<file path="config.mk">
export PLATFORM = sky130hd
export DESIGN_NAME = alu_operand_loader
export DESIGN_NICKNAME = d
export VERILOG_FILES = /design/src/rtl/alu_operand_loader.sv
export SDC_FILE = /design/constraint.sdc
export NUM_CORES = 1
export LEC_CHECK = 0
export CAP_MARGIN = 20
export CORE_UTILIZATION = 35
export DETAILED_ROUTE_END_ITERATION = 6
export DONT_BUFFER_PORTS = 1
export GPL_ROUTABILITY_DRIVEN = 1
export PLACE_DENSITY_LB_ADDON = 0.15
export SYNTH_ARGS = -nofsm -noshare
export SYNTH_HDL_FRONTEND = slang
export SYNTH_SLANG_ARGS = --single-unit
export TNS_END_PERCENT = 10
</file>
<file path="constraint.sdc">
create_clock -name clk -period 4.35 [get_ports clk]
set_clock_uncertainty 0.15 [all_clocks]
set_input_delay 1.0875 -clock clk [delete_from_list [all_inputs] [get_ports clk]]
set_output_delay 1.0875 -clock clk [all_outputs]
set_load 0.1 [all_outputs]
</file>
<file path="src/rtl/alu_operand_loader.sv">
// Byte-serial operand loader for the multi-precision ALU.
// Assembles A then B little-endian and issues one command per load.
module alu_operand_loader #(
  parameter int unsigned IDLE_TIMEOUT = 255
) (
  input  logic        clk,
  input  logic        rst_n,
  input  logic [1:0]  precision_sel,
  input  logic [2:0]  alu_op,
  input  logic        byte_valid,
  input  logic [7:0]  byte_data,
  output logic        byte_ready,
  output logic        cmd_valid,
  input  logic        cmd_ready,
  output logic [1:0]  cmd_prec,
  output logic [2:0]  cmd_op,
  output logic [31:0] cmd_a,
  output logic [31:0] cmd_b,
  output logic        busy,
  output logic        err_prec,
  output logic        err_timeout
);

  typedef enum logic [1:0] {
    IDLE,
    LOAD_A,
    LOAD_B,
    ISSUE
  } state_t;

  localparam int unsigned SW =
    (IDLE_TIMEOUT < 2) ? 1 : $clog2(IDLE_TIMEOUT + 1);
  localparam logic [SW-1:0] TO_VAL = SW'(IDLE_TIMEOUT);
  localparam bit TO_EN = (IDLE_TIMEOUT != 0);

  state_t        state_q, state_d;
  logic [1:0]    prec_q, prec_d;
  logic [2:0]    op_q, op_d;
  logic [31:0]   a_q, a_d;
  logic [31:0]   b_q, b_d;
  logic [1:0]    cnt_q, cnt_d;
  logic [SW-1:0] stall_q, stall_d;
  logic [SW-1:0] stall_inc;
  logic          eprec_q, eprec_d;
  logic          eto_q, eto_d;
  logic          xfer;
  logic [1:0]    last_new;
  logic [1:0]    last_cur;

  function automatic logic [1:0] last_idx(input logic [1:0] p);
    return (p == 2'b00) ? 2'd0 :
           (p == 2'b01) ? 2'd1 : 2'd3;
  endfunction

  assign byte_ready = (state_q != ISSUE);
  assign xfer       = byte_valid && byte_ready;
  assign last_new   = last_idx(precision_sel);
  assign last_cur   = last_idx(prec_q);
  assign stall_inc  = stall_q + 1'b1;

  always_comb begin
    state_d = state_q;
    prec_d  = prec_q;
    op_d    = op_q;
    a_d     = a_q;
    b_d     = b_q;
    cnt_d   = cnt_q;
    stall_d = stall_q;
    eprec_d = 1'b0;
    eto_d   = eto_q;
    unique case (1'b1)
      (state_q == IDLE): begin
        stall_d = '0;
        if (xfer) begin
          if (precision_sel == 2'b11) begin
            eprec_d = 1'b1;
          end else begin
            prec_d = precision_sel;
            op_d   = alu_op;
            a_d    = {24'h0, byte_data};
            b_d    = '0;
            eto_d  = 1'b0;
            if (last_new == 2'd0) begin
              state_d = LOAD_B;
              cnt_d   = 2'd0;
            end else begin
              state_d = LOAD_A;
              cnt_d   = 2'd1;
            end
          end
        end
      end
      (state_q == LOAD_A),
      (state_q == LOAD_B): begin
        if (xfer) begin
          stall_d = '0;
          if (state_q == LOAD_A)
            a_d[{cnt_q, 3'b000} +: 8] = byte_data;
          else
            b_d[{cnt_q, 3'b000} +: 8] = byte_data;
          if (cnt_q == last_cur) begin
            cnt_d   = 2'd0;
            state_d = (state_q == LOAD_A) ? LOAD_B : ISSUE;
          end else begin
            cnt_d = cnt_q + 2'd1;
          end
        end else if (TO_EN) begin
          // Abort drops the partial operands so nothing stale is seen
          if (stall_inc == TO_VAL) begin
            state_d = IDLE;
            a_d     = '0;
            b_d     = '0;
            cnt_d   = 2'd0;
            stall_d = '0;
            eto_d   = 1'b1;
          end else begin
            stall_d = stall_inc;
          end
        end
      end
      (state_q == ISSUE): begin
        stall_d = '0;
        if (cmd_ready)
          state_d = IDLE;
      end
    endcase
  end

  always_ff @(posedge clk or negedge rst_n) begin
    if (!rst_n) begin
      state_q <= IDLE;
      prec_q  <= '0;
      op_q    <= '0;
      a_q     <= '0;
      b_q     <= '0;
      cnt_q   <= '0;
      stall_q <= '0;
      eprec_q <= 1'b0;
      eto_q   <= 1'b0;
    end else begin
      state_q <= state_d;
      prec_q  <= prec_d;
      op_q    <= op_d;
      a_q     <= a_d;
      b_q     <= b_d;
      cnt_q   <= cnt_d;
      stall_q <= stall_d;
      eprec_q <= eprec_d;
      eto_q   <= eto_d;
    end
  end

  assign cmd_valid   = (state_q == ISSUE);
  assign busy        = (state_q != IDLE);
  assign cmd_prec    = prec_q;
  assign cmd_op      = op_q;
  assign cmd_a       = a_q;
  assign cmd_b       = b_q;
  assign err_prec    = eprec_q;
  assign err_timeout = eto_q;

endmodule

</file>
==> metrics.md <==
| Metric | Value |
|---|---|
| Area grow syn2layout | `9.78%` |
| Pre-CTS WS | `1.03 ns` |
| PwrDens | `791 nW/um^2` |
| Post-synth top flop | `dfrtp_1` |
| Syn avg cell area | `11.9 um^2` |
| Synth Register Bits | `83` |
| Worst Hold Class | `in -> async` |
| # diodes | `0` |
| Post-synthesis sequential area ratio | `59.3%` |
| Pin count of the biggest net entering global routing | `84` |
| Leakage | `1.79 nW` |
| Post-synth EDFFs | `0` |
| Port bufs | `0` |
| Clk Latency, worst-skew pair | `0.35 ns` |
| Final hold viol count | `0` |
| Initial antenna violation count | `0` |
| DR WL/cell | `19.9 um` |
| Global Route Usage Sum | `17.7%` |
| Full die area | `10400 um^2` |
| Synth top cells by count | `dfrtp_1, a22o_1, nor2_1` |
| DR vias | `2375` |
| Most frequent cell after synthesis | `dfrtp_1` |
| Synth area leaders | `dfrtp_1, a22o_1, nor2_1, ha_1, nand2_1` |
| Layout fillers | `990` |
| Mux contribution to synthesized area | `1.25%` |
| Routed wire length | `8610 um` |
| Worst EP arrival | `3.27 ns` |
| Row count | `36` |
| Die X-Extent | `102 um` |
| Final worst path period need | `3.13 ns` |
| TritonCTS clock tree | `built` |
| Reg2Reg Launch Point | `state_q[0]` |
| Share of layout cells above drive strength 1 | `8.70%` |
| TritonRoute pass-1 iters | `4` |
| Grt total ovfl | `0` |
| Main combinational cell family by area after synthesis | `compound AO/OA/AOI/OAI gates` |
| Mapped Area | `3500 um^2` |
| Die height | `102 um` |
| Via density | `5.50` |
| Remaining antenna violation count after routing | `0` |
| Final setup viols | `0` |
| Vias in the first global route | `2399` |
| Largest area contributor in the netlist | `dfrtp_1` |
| Outcome | `finished, final reports clean` |
| Critical path class | `reg -> reg` |
| CP max FO | `12` |
| Reg2Reg Depth | `7` |
| Synth async-reset ratio | `100%` |
| MaxCap Viol Count | `0` |
| Worst setup slack after layout | `1.22 ns` |
| Core ar. | `9730 um^2` |
| Syn. warnings | `0` |
| IO Count | `91` |
| CP Launch Type | `register` |
| R2R Path End | `cmd_b[24]` |
| Slew Limit Fails | `0` |
| Yosys top cell area share | `59.3%` |
| Mapped Cells | `295` |
| Initial core utilization | `36.0%` |
| Cts hold-fix bufs | `0` |
| Max frequency | `320 MHz` |
| Critical path endpoint category | `register` |
| Hpwl dp | `5910 um` |
| Root Buffer | `clkbuf_8` |
| RSZ-0062 raised after global routing | `no` |
| DRC | `0` |
| Final net count | `322` |
| Final period util | `71.9%` |
| GP Congestion | `0.770` |
| Synth Area in Compound Gates | `20.5%` |
| Post-CTS resize count | `0` |
| Drt initial violations | `153` |
| Peak supply drop | `0.000554 V` |
| CTS Buffer Depth | `2` |
| TNS Setup | `0 ns` |
| Actual slew at the worst max-slew pin | `0.968 ns` |
| Slew HR | `35.4%` |
| H-tree Lvls | `3` |
| CP Data Required Time | `4.49 ns` |
| Setup slack, reg-to-reg | `1.22 ns` |
| Number of library cell types mapped by synthesis | `37` |
| Clock sink count | `83` |
| Post-synthesis xor/xnor area fraction | `1.50%` |
| Simple-gate portion of the synthesized area | `11.3%` |
| First-pass GRT wire length | `13500 um` |
| Syn_nets | `322` |
| Adder-Cell Fraction of Synth Area | `3.57%` |
| Clock Pin Slew Worst Setup and Hold Paths | `0.09 ns` |
| Post-CTS Setup Inserts | `0` |
| Num CTS Buffers | `9` |
[per-layer routing]
metal	vias up	routed length, um	GRT usage (%)
met3	9	513	5.47
met4	0	117	8.57
li1	1079	-	-
met1	1217	3850	23.1
met5	-	0	0
met2	70	4130	26.9
[worst max-delay path, stage by stage, from the launching register on]
cell	delay [ns]
dfrtp_1	0.41
ha_1	0.20
buf_4	0.24
nor2b_1	0.40
a31oi_2	0.29
a221o_1	0.53
nor2_1	0.60
a22o_1	0.25
[sequential cells by signal, summed over array words and instances, names as in the netlist]
| name | flops |
|---|---|
| stall_q | 8 |
| cmd_op | 3 |
| state_q | 2 |
| cmd_b | 32 |
| cnt_q | 2 |
| err_prec | 1 |
| err_timeout | 1 |
| cmd_prec | 2 |
| cmd_a | 32 |
[power breakdown]
part	internal [W]	switching [W]
sequential	0.000864	0.000703
combinational	0.000263	0.000605
clock	0.000322	0.000287
[layout make-up]
type                            instances  area (um^2)  area share [%]
Clock inverter                          6         90.1            2.34
Inverter                                8         30.0           0.780
Clock buffer                            9          124            3.22
Sequential cell                        83         2080            54.0
Timing Repair Buffer                    3         22.5           0.585
Multi-Input combinational cell        190         1340            34.8
Tap cell                              133          166            4.33
[logic make-up (layout without fill, tap and decap cells)]
group | Yosys count | in the layout
xor+xnor | 6 | 6
simple gates | 81 | 81
mux | 4 | 4
flops | 83 | 83
compound gates | 89 | 89
buf+inv | 22 | 26
fa+ha+maj | 10 | 10
[stage by stage]
step	utilization, %	hold slack, ns	area (um^2)	cells	total power (W)
CTS	39.5	0.247	3850	432	0.00307
finish	39.5	0.274	3850	432	0.00304
floorplan	-	0.305	3500	295	0.00227
global placement	37.3	0.333	3630	417	0.00245
global route	39.5	0.236	3850	432	0.00323
detailed placement	37.3	0.331	3630	417	0.00246
[worst max path at each step]
stage	start	end	slack [ns]	depth (start not counted)
after CTS	state_q[0]	cmd_b[3]	1.24	7
final	state_q[0]	cmd_b[24]	1.22	7
after floorplan	state_q[0]	byte_ready	1.19	2
after global routing	state_q[0]	cmd_b[3]	1.02	7
after global placement	byte_valid	cmd_b[31]	1.10	5
after detailed placement	byte_valid	cmd_b[3]	1.03	5
[cell usage in the layout, fill, tap and decap left out, types with 2 or more instances in the layout]
cell / instances
nor2b_1: 2
buf_4: 3
or2_2: 2
nand3_1: 8
a22o_1: 64
o21ai_0: 4
clkbuf_8: 9
nand2_1: 20
inv_1: 8
nor2_1: 36
xor2_1: 2
mux2_2: 3
xnor2_1: 4
nor4_4: 2
and2_1: 2
a21oi_1: 12
and3_1: 2
ha_1: 10
dfrtp_1: 83
bufinv_16: 2
(Power assumes the default switching activity.)
